==> src/rtl/cpu_pkg.sv <==
// cpu_pkg: shared CPU constants -- instruction width, opcode encodings, field
// positions and the fetch FSM state type.
package cpu_pkg;

  localparam int INSTR_W   = 16;

  localparam int OPC_MSB   = 15;
  localparam int OPC_LSB   = 12;
  localparam int JADDR_MSB = 11;
  localparam int JADDR_LSB = 0;

  localparam logic [3:0] OPC_ADD = 4'b0000;
  localparam logic [3:0] OPC_SUB = 4'b0001;
  localparam logic [3:0] OPC_AND = 4'b0010;
  localparam logic [3:0] OPC_OR  = 4'b0011;
  localparam logic [3:0] OPC_LD  = 4'b0100;
  localparam logic [3:0] OPC_ST  = 4'b0101;
  localparam logic [3:0] OPC_BEQ = 4'b0110;
  localparam logic [3:0] OPC_J   = 4'b0111;

  typedef enum logic [1:0] {
    S_REQ,
    S_RESP,
    S_HOLD
  } fetch_state_t;

endpackage

==> src/rtl/fetch_unit_if.sv <==
// fetch_unit_if: instruction-memory port, execute redirect and decoder handshake
// of the fetch stage. master = fetch unit, slave = its environment.
interface fetch_unit_if #(
  parameter int ADDR_W = 12
);
  logic                         imem_req;
  logic [ADDR_W-1:0]            imem_addr;
  logic [cpu_pkg::INSTR_W-1:0]  imem_rdata;
  logic                         redirect_valid;
  logic [ADDR_W-1:0]            redirect_pc;
  logic                         if_valid;
  logic                         id_ready;
  logic [cpu_pkg::INSTR_W-1:0]  if_instr;
  logic [ADDR_W-1:0]            if_pc;

  modport master (
    output imem_req, imem_addr, if_valid, if_instr, if_pc,
    input  imem_rdata, redirect_valid, redirect_pc, id_ready
  );

  modport slave (
    input  imem_req, imem_addr, if_valid, if_instr, if_pc,
    output imem_rdata, redirect_valid, redirect_pc, id_ready
  );
endinterface

==> src/rtl/fetch_predecode.sv <==
// fetch_predecode: combinational jump detector; extracts the absolute target of
// an unconditional jump so fetch can follow it without waiting for execute.
module fetch_predecode
  import cpu_pkg::*;
#(
  parameter int ADDR_W = 12
) (
  input  logic [INSTR_W-1:0] i_instr,
  output logic               o_is_jump,
  output logic [ADDR_W-1:0]  o_target
);

  assign o_is_jump = (i_instr[OPC_MSB:OPC_LSB] == OPC_J);
  // Jump field is zero-extended or truncated to the PC width.
  assign o_target  = ADDR_W'(i_instr[JADDR_MSB:JADDR_LSB]);

endmodule

==> src/rtl/fetch_unit.sv <==
// fetch_unit: owns the PC, keeps one instruction-memory read in flight at most and
// hands words to the decoder. Optional jump predecode under FETCH_PREDECODE_EN.
module fetch_unit
  import cpu_pkg::*;
#(
  parameter int                ADDR_W   = 12,
  parameter logic [ADDR_W-1:0] RESET_PC = '0
) (
  input  logic         clk,
  input  logic         rst,
  fetch_unit_if.master bus
);

  fetch_state_t        r_state;
  fetch_state_t        w_next_state;
  logic [ADDR_W-1:0]   r_pc;
  logic [ADDR_W-1:0]   w_seq_pc;
  logic [ADDR_W-1:0]   w_next_pc;
  logic [INSTR_W-1:0]  r_instr;
  logic [ADDR_W-1:0]   r_if_pc;
  logic                w_req;

  assign w_seq_pc = r_pc + ADDR_W'(1);

`ifdef FETCH_PREDECODE_EN
  logic              w_is_jump;
  logic [ADDR_W-1:0] w_jump_target;

  fetch_predecode #(.ADDR_W(ADDR_W)) u_predecode (
    .i_instr   (bus.imem_rdata),
    .o_is_jump (w_is_jump),
    .o_target  (w_jump_target)
  );

  assign w_next_pc = w_is_jump ? w_jump_target : w_seq_pc;
`else
  assign w_next_pc = w_seq_pc;
`endif

  always_comb begin
    w_next_state = r_state;
    w_req        = 1'b0;
    unique case (r_state)
      S_REQ: begin
        w_req        = 1'b1;
        w_next_state = S_RESP;
      end
      S_RESP: w_next_state = S_HOLD;
      // Handing over the held word and requesting the next one share a cycle.
      S_HOLD: begin
        if (bus.id_ready && !bus.redirect_valid) begin
          w_req        = 1'b1;
          w_next_state = S_RESP;
        end
      end
      default: w_next_state = S_REQ;
    endcase
    if (bus.redirect_valid) w_next_state = S_REQ;
  end

  always_ff @(posedge clk or posedge rst) begin
    if (rst) begin
      r_state <= S_REQ;
      r_pc    <= RESET_PC;
      r_instr <= '0;
      r_if_pc <= '0;
    end else begin
      r_state <= w_next_state;
      if (bus.redirect_valid) begin
        r_pc <= bus.redirect_pc;
      end else if (r_state == S_RESP) begin
        r_pc    <= w_next_pc;
        r_instr <= bus.imem_rdata;
        r_if_pc <= r_pc;
      end
    end
  end

  // Reset masks the strobe even though the reset state itself is S_REQ.
  assign bus.imem_req  = w_req & ~rst;
  assign bus.imem_addr = r_pc;
  assign bus.if_valid  = (r_state == S_HOLD) & ~bus.redirect_valid;
  assign bus.if_instr  = r_instr;
  assign bus.if_pc     = r_if_pc;

endmodule

==> src/flat_wrapper.sv <==
// flat-port wrapper written by rule: the top's interface ports become plain ports
module fetch_unit_flat import cpu_pkg::*;
#(
  parameter int                ADDR_W   = 12,
  parameter logic [ADDR_W-1:0] RESET_PC = '0
)
  (clk, rst, bus_imem_req, bus_imem_addr, bus_if_valid, bus_if_instr, bus_if_pc, bus_imem_rdata, bus_redirect_valid, bus_redirect_pc, bus_id_ready);
  fetch_unit_if #(.ADDR_W(ADDR_W)) bus_i ();
  input  logic clk;
  input  logic rst;
  output wire logic [$bits(bus_i.imem_req)-1:0] bus_imem_req;
  output wire logic [$bits(bus_i.imem_addr)-1:0] bus_imem_addr;
  output wire logic [$bits(bus_i.if_valid)-1:0] bus_if_valid;
  output wire logic [$bits(bus_i.if_instr)-1:0] bus_if_instr;
  output wire logic [$bits(bus_i.if_pc)-1:0] bus_if_pc;
  input wire logic [$bits(bus_i.imem_rdata)-1:0] bus_imem_rdata;
  input wire logic [$bits(bus_i.redirect_valid)-1:0] bus_redirect_valid;
  input wire logic [$bits(bus_i.redirect_pc)-1:0] bus_redirect_pc;
  input wire logic [$bits(bus_i.id_ready)-1:0] bus_id_ready;
  assign bus_imem_req = bus_i.imem_req;
  assign bus_imem_addr = bus_i.imem_addr;
  assign bus_if_valid = bus_i.if_valid;
  assign bus_if_instr = bus_i.if_instr;
  assign bus_if_pc = bus_i.if_pc;
  assign bus_i.imem_rdata = bus_imem_rdata;
  assign bus_i.redirect_valid = bus_redirect_valid;
  assign bus_i.redirect_pc = bus_redirect_pc;
  assign bus_i.id_ready = bus_id_ready;
  fetch_unit #(.ADDR_W(ADDR_W), .RESET_PC(RESET_PC)) u_core (.clk(clk), .rst(rst), .bus(bus_i));
endmodule
==> config.mk <==
export PLATFORM = sky130hd
export DESIGN_NAME = fetch_unit_flat
export DESIGN_NICKNAME = d
export VERILOG_FILES = /design/src/rtl/cpu_pkg.sv /design/src/rtl/fetch_unit_if.sv /design/src/rtl/fetch_predecode.sv /design/src/rtl/fetch_unit.sv /design/src/flat_wrapper.sv
export SDC_FILE = /design/constraint.sdc
export NUM_CORES = 1
export LEC_CHECK = 0
export CAP_MARGIN = 20
export CORE_ASPECT_RATIO = 1.5
export CORE_MARGIN = 10
export CORE_UTILIZATION = 39
export CTS_CLUSTER_DIAMETER = 150
export DETAILED_ROUTE_END_ITERATION = 10
export PLACE_DENSITY = 0.77
export SYNTH_ARGS = -nofsm -noshare
export SYNTH_HDL_FRONTEND = slang
export SYNTH_SLANG_ARGS = --single-unit
==> constraint.sdc <==
create_clock -name clk -period 1.5 [get_ports clk]
set_clock_uncertainty 0.05 [all_clocks]
set_input_delay 0.3 -clock clk [delete_from_list [all_inputs] [get_ports clk]]
set_output_delay 0.3 -clock clk [all_outputs]
set_load 0.05 [all_outputs]
## After elaboration in Yosys (flattened, before gate mapping)

Cells that the tools add are included.

- $add $sub $neg: 1
- Eq/ne operators: 3
- Mux-type cells: 7
- Bitwise logic cells: 4
- Reductions and logical operators: 5

Operators with widths:

| kind | number |
|---|---|
| 12-bit 2-to-1 mux | 2 |
| 12-bit by 1-bit adder with 12-bit output (second input constant) | 1 |
| 2-bit one-hot mux with 3 select lines | 1 |
| 2-bit 2-to-1 mux | 2 |
| 3-bit by 2-bit inequality test with 1-bit output (second input constant) | 1 |
| 1-bit AND | 2 |
| 2-bit by 1-bit equality test with 1-bit output (second input constant) | 1 |
| 2-bit equality test (second input constant) | 1 |
| 2-bit zero test | 1 |
| 1-bit inverter | 2 |
| 1-bit one-hot mux with 2 select lines | 1 |
| 2-bit AND reduction | 1 |
| 2-bit nonzero test | 1 |
| 1-bit logical AND | 1 |
| 1-bit zero test | 1 |
| 1-bit 2-to-1 mux | 1 |

- Register bits after elaboration: 42
- Input bits: 32
- Output and inout bits: 42
- Word-level logic and storage cells: 24

## Logic depth before layout (Yosys ltp)

- Depth in word-level cells: 5
- Gate-level depth with buffers: 5
- Gate-level depth less buffers: 4

## Least setup slack after synthesis

Ideal clock, no wire load.

- Kind: input -> output
- From: input port bus_redirect_valid
- To: output port bus_if_valid
- Data arrival time: 1,885 ps
- Required time: 1,150 ps
- Setup slack: -735 ps
- Stages on the path: 3
- Path buffers: 2
- Path through: clkbuf_1 clkbuf_1 nor3b_1

- Word-level cells in the longest chain between the ends: 2

Ends and longest elaborated chain:

| element | RTL line | source |
|---|---|---|
| start: declaration | flat_wrapper.sv:17 | `input wire logic [$bits(bus_i.redirect_valid)-1:0] bus_redirect_valid;` |
| 1-bit inverter | fetch_unit.sv:82 | `assign bus.if_valid = (r_state == S_HOLD) & ~bus.redirect_valid;` |
| 1-bit AND | fetch_unit.sv:82 |  |
| end: declaration | flat_wrapper.sv:13 | `output wire logic [$bits(bus_i.if_valid)-1:0] bus_if_valid;` |

Every way passes these cells.

## Final worst setup path

- From: register u_core.r_state[1]
- To: output port bus_imem_req

- Word-level cells in the longest chain between the ends: 3
- Elaborated cells on any way between the ends: 4
- Those cells by class: eq/ne: 1; mux: 1; bitwise: 1; reduce/logical: 1

Ends and longest elaborated chain:

| element | RTL line | source |
|---|---|---|
| start: declaration | fetch_unit.sv:14 | `fetch_state_t r_state;` |
| start signal: assignment | fetch_unit.sv:68 | `r_state <= w_next_state;` |
| 2-bit equality test / 2-bit zero test (equally long branches) | fetch_unit.sv:43 | `unique case (r_state)` |
| 1-bit one-hot mux with 2 select lines * | fetch_unit.sv:43 |  |
| 1-bit AND * | fetch_unit.sv:80 | `assign bus.imem_req = w_req & ~rst;` |
| end: declaration | flat_wrapper.sv:11 | `output wire logic [$bits(bus_i.imem_req)-1:0] bus_imem_req;` |

Every way passes the cells marked *; elsewhere a longest branch is shown, timed or not.

==> summary.txt <==
STA
  • Final period utilization: 111%
  • WHS: 0.366 ns
  • Fin crit period: 1.66 ns
  • Fin. Hold Viols: 0
  • Max_slew headroom: 78.9%
  • Setup violators final: 28
  • Slew Limit Fails: 0
  • Highest Clock Rate: 0.603 GHz
  • RSZ-0062 raised after global routing: yes
  • Worst setup slack after layout: -0.159 ns
  • Worst Tran Pin Value: 0.313 ns

Clocking
  • CTS Root Cell: clkbuf_8
  • TritonCTS Sinks: 42
  • H-tree Lvls: 2
  • Clk_lat worst skew: 0.30 ns
  • CTS max path bufs: 2
  • Reg clk slew, reported paths: 0.08 ns
  • CTS tree: built
  • Inserted Clock Buffers: 5
  • Hold buffers post-CTS: 0

Critical path
  • Setup crit start: u_core.r_state[1]
  • Critical path arrival: 1.31 ns
  • R2R Path Start: u_core.r_state[1]
  • Critical path required time: 1.15 ns
  • Reg2reg setup slack: -0.13 ns
  • R2R cell count: 4
  • CP endpoint: bus_imem_req
  • Crit path launch type: register
  • Reg2reg end: u_core.bus.imem_addr[11]
  • Critical path class: reg2out
  • Crit. End Element: output port
  • Crit path max fanout: 2

Logic synthesis
  • Netlist Area Pre-Place: 0.00189 sq mm
  • Area leader, netlist: dfrtp_1
  • Post-synth EDFFs: 0
  • Yosys warnings: 0
  • Syn_area_per_cell: 12.3 sq um
  • FF+latch count, synth: 42
  • Async SR Flop Fraction: 100%
  • Synth area leaders: dfrtp_1 56%, mux2_2 15%, a31oi_1 2.0%
  • Library cells used by synthesis: 37
  • Area share of the leading cell type in the synthesized netlist: 55.6%
  • Top FF cell, synth: dfrtp_1
  • Synth Instances: 154
  • Sequential area share after synthesis: 55.6%
  • Syn nets: 187

GRT
  • Pin count of the biggest net entering global routing: 43
  • Initial antenna violation count: 0
  • First-pass GRT wire length: 8580 um
  • Grt ovf: 0
  • Vias in the first global route: 1663
  • Tot GR Track Use: 13.1%

Final layout
  • P&R area growth vs syn: 83.9%
  • Post-route cell area: 0.00348 sq mm
  • Antenna fix cells: 0
  • Share of layout cells above drive strength 1: 49.0%
  • NumNets Final: 279
  • Final Util: 72.9%

Placement
  • DP Area: 0.00327 sq mm
  • DP HPWL: 4130 um
  • Buffers on Ports: 73
  • Placer Congestion: 0.813

Drt
  • Vias after detailed routing: 1560
  • Antenna-violating nets left: 0
  • # DRC: 0
  • Drt initial violations: 85
  • TritonRoute pass-1 iters: 4
  • Drt wl/cell: 17.0 um
  • Drt total wl: 5310 um
  • Vias per inst: 4.98

Floorplan
  • Die ar.: 0.00809 sq mm
  • Die height: 105 um
  • Initial Util: 39.6%
  • Site row count: 31
  • Core Box Area: 0.00477 sq mm
  • # IOs: 74
  • Die extent in x: 76.9 um

Min path
  • Worst hold path type: in2async

Pwr
  • Pleak: 1.46 nW
  • Worst vdd ir: 752 uV
  • PD cells: 1470 mW/mm^2

Flow run
  • Max-Cap Viols: 0

Run status
  • Failing checks: setup timing
  • Status: complete, but fails checks
==> cell families (layout without fill, tap and decap cells) <==
family                     Yosys count  count (layout)  synth area share, %
xor gates and xnor gates             2               2                0.927
and+or+nand+nor                     48              48                 15.6
buffers and inverters               10             103                 2.65
AOI/OAI and AO/OA                   22              22                 7.41
adders and majority gates            1               1                0.662
muxes                               29              29                 17.2
DFF                                 42              42                 55.6
==> power by group <==
part / internal (mW) / switching [mW]
clock network: 0.370 / 0.393
logic: 1.36 / 1.29
registers: 1.39 / 0.300
==> registers in the layout, indices dropped and copies added (netlist names) <==
register and cells:
u_core.bus.if_instr 16, u_core.bus.if_pc 12, u_core.bus.imem_addr 12, u_core.r_state 2
==> worst min-delay path by stage <==
stage	start	end	slack [ns]	cells after the start
3_3_place_gp	u_core.bus.if_instr[0]	u_core.bus.if_instr[0]	0.48	1
4_1_cts	rst	u_core.bus.if_pc[5]	0.38	3
5_1_grt	rst	u_core.r_state[1]	0.40	3
6_report	rst	u_core.r_state[1]	0.37	3
3_5_place_dp	u_core.bus.if_instr[15]	u_core.bus.if_instr[15]	0.50	1
2_1_floorplan	bus_redirect_pc[0]	u_core.bus.imem_addr[0]	0.37	2
==> stage by stage <==
step / power [mW] / cells / worst slack [ns] / TNS (ns)
2_1_floorplan: 2.86 / 154 / -0.0363 / -0.153
3_3_place_gp: 4.29 / 301 / -0.245 / -5.58
3_5_place_dp: 4.34 / 301 / -0.259 / -6.42
4_1_cts: 5.13 / 312 / -0.184 / -1.25
5_1_grt: 5.30 / 313 / -0.208 / -2.97
6_report: 5.11 / 313 / -0.159 / -1.43
==> what timing repair did <==
| action | in CTS | in global routing |
|---|---|---|
| buffers inserted | 3 | 1 |
| setup endpoints to repair | 4 | 38 |
| gates resized for setup | 10 | 11 |
| endpoints found under the hold margin | 0 | 0 |
| pin swaps | 10 | 6 |
==> routing by layer <==
| layer | track usage [%] | up-vias | part of all wire (%) |
|---|---|---|---|
| met4 | 5.33 | 0 | 1.6 |
| li1 | - | 744 | - |
| met3 | 3.91 | 6 | 4.5 |
| met5 | 0 | - | 0 |
| met2 | 23.5 | 41 | 56 |
| met1 | 14.0 | 769 | 38 |
==> Yosys cell counts (all sizes together) (4+ instances only) <==
master,count
nor2,8
a31oi,6
nor2b,4
nand2,8
or3,4
mux2,28
o21ai,7
dfrtp,42
buf,4
nand4,4
nand3,5
==> placed cells by master, fill, tap and decap left out, drive strengths merged, types with 2 or more instances in the layout <==
cell	Yosys	layout
buf	4	61
dfrtp	42	42
clkdlybuf4s50	0	30
mux2	28	28
nand2	8	8
nor2	8	8
o21ai	7	7
a31oi	6	6
clkbuf	3	6
nand3	5	5
nor2b	4	4
or3	4	4
nand4	4	4
or4	3	3
inv	3	3
o31ai	3	3
xnor2	2	2
and3	2	2
nand2b	2	2
nor3	2	2
==> cell type report <==
class,instances,area (sq um)
Tap cell,66,82.6
Multi-Input combinational cell,102,890
Fill cell,320,1290
Clock inverter,2,12.5
Timing Repair Buffer,92,1330
Inverter,3,11.3
Clock buffer,6,82.6
Sequential cell,42,1070
==> worst max-delay path, stage by stage, from the launching register on <==
cell      delay [ns]
dfrtp_1         0.40
buf_6           0.12
a21boi_4        0.13
nor3_4          0.19
buf_12          0.16
(Power assumes the default switching activity.)
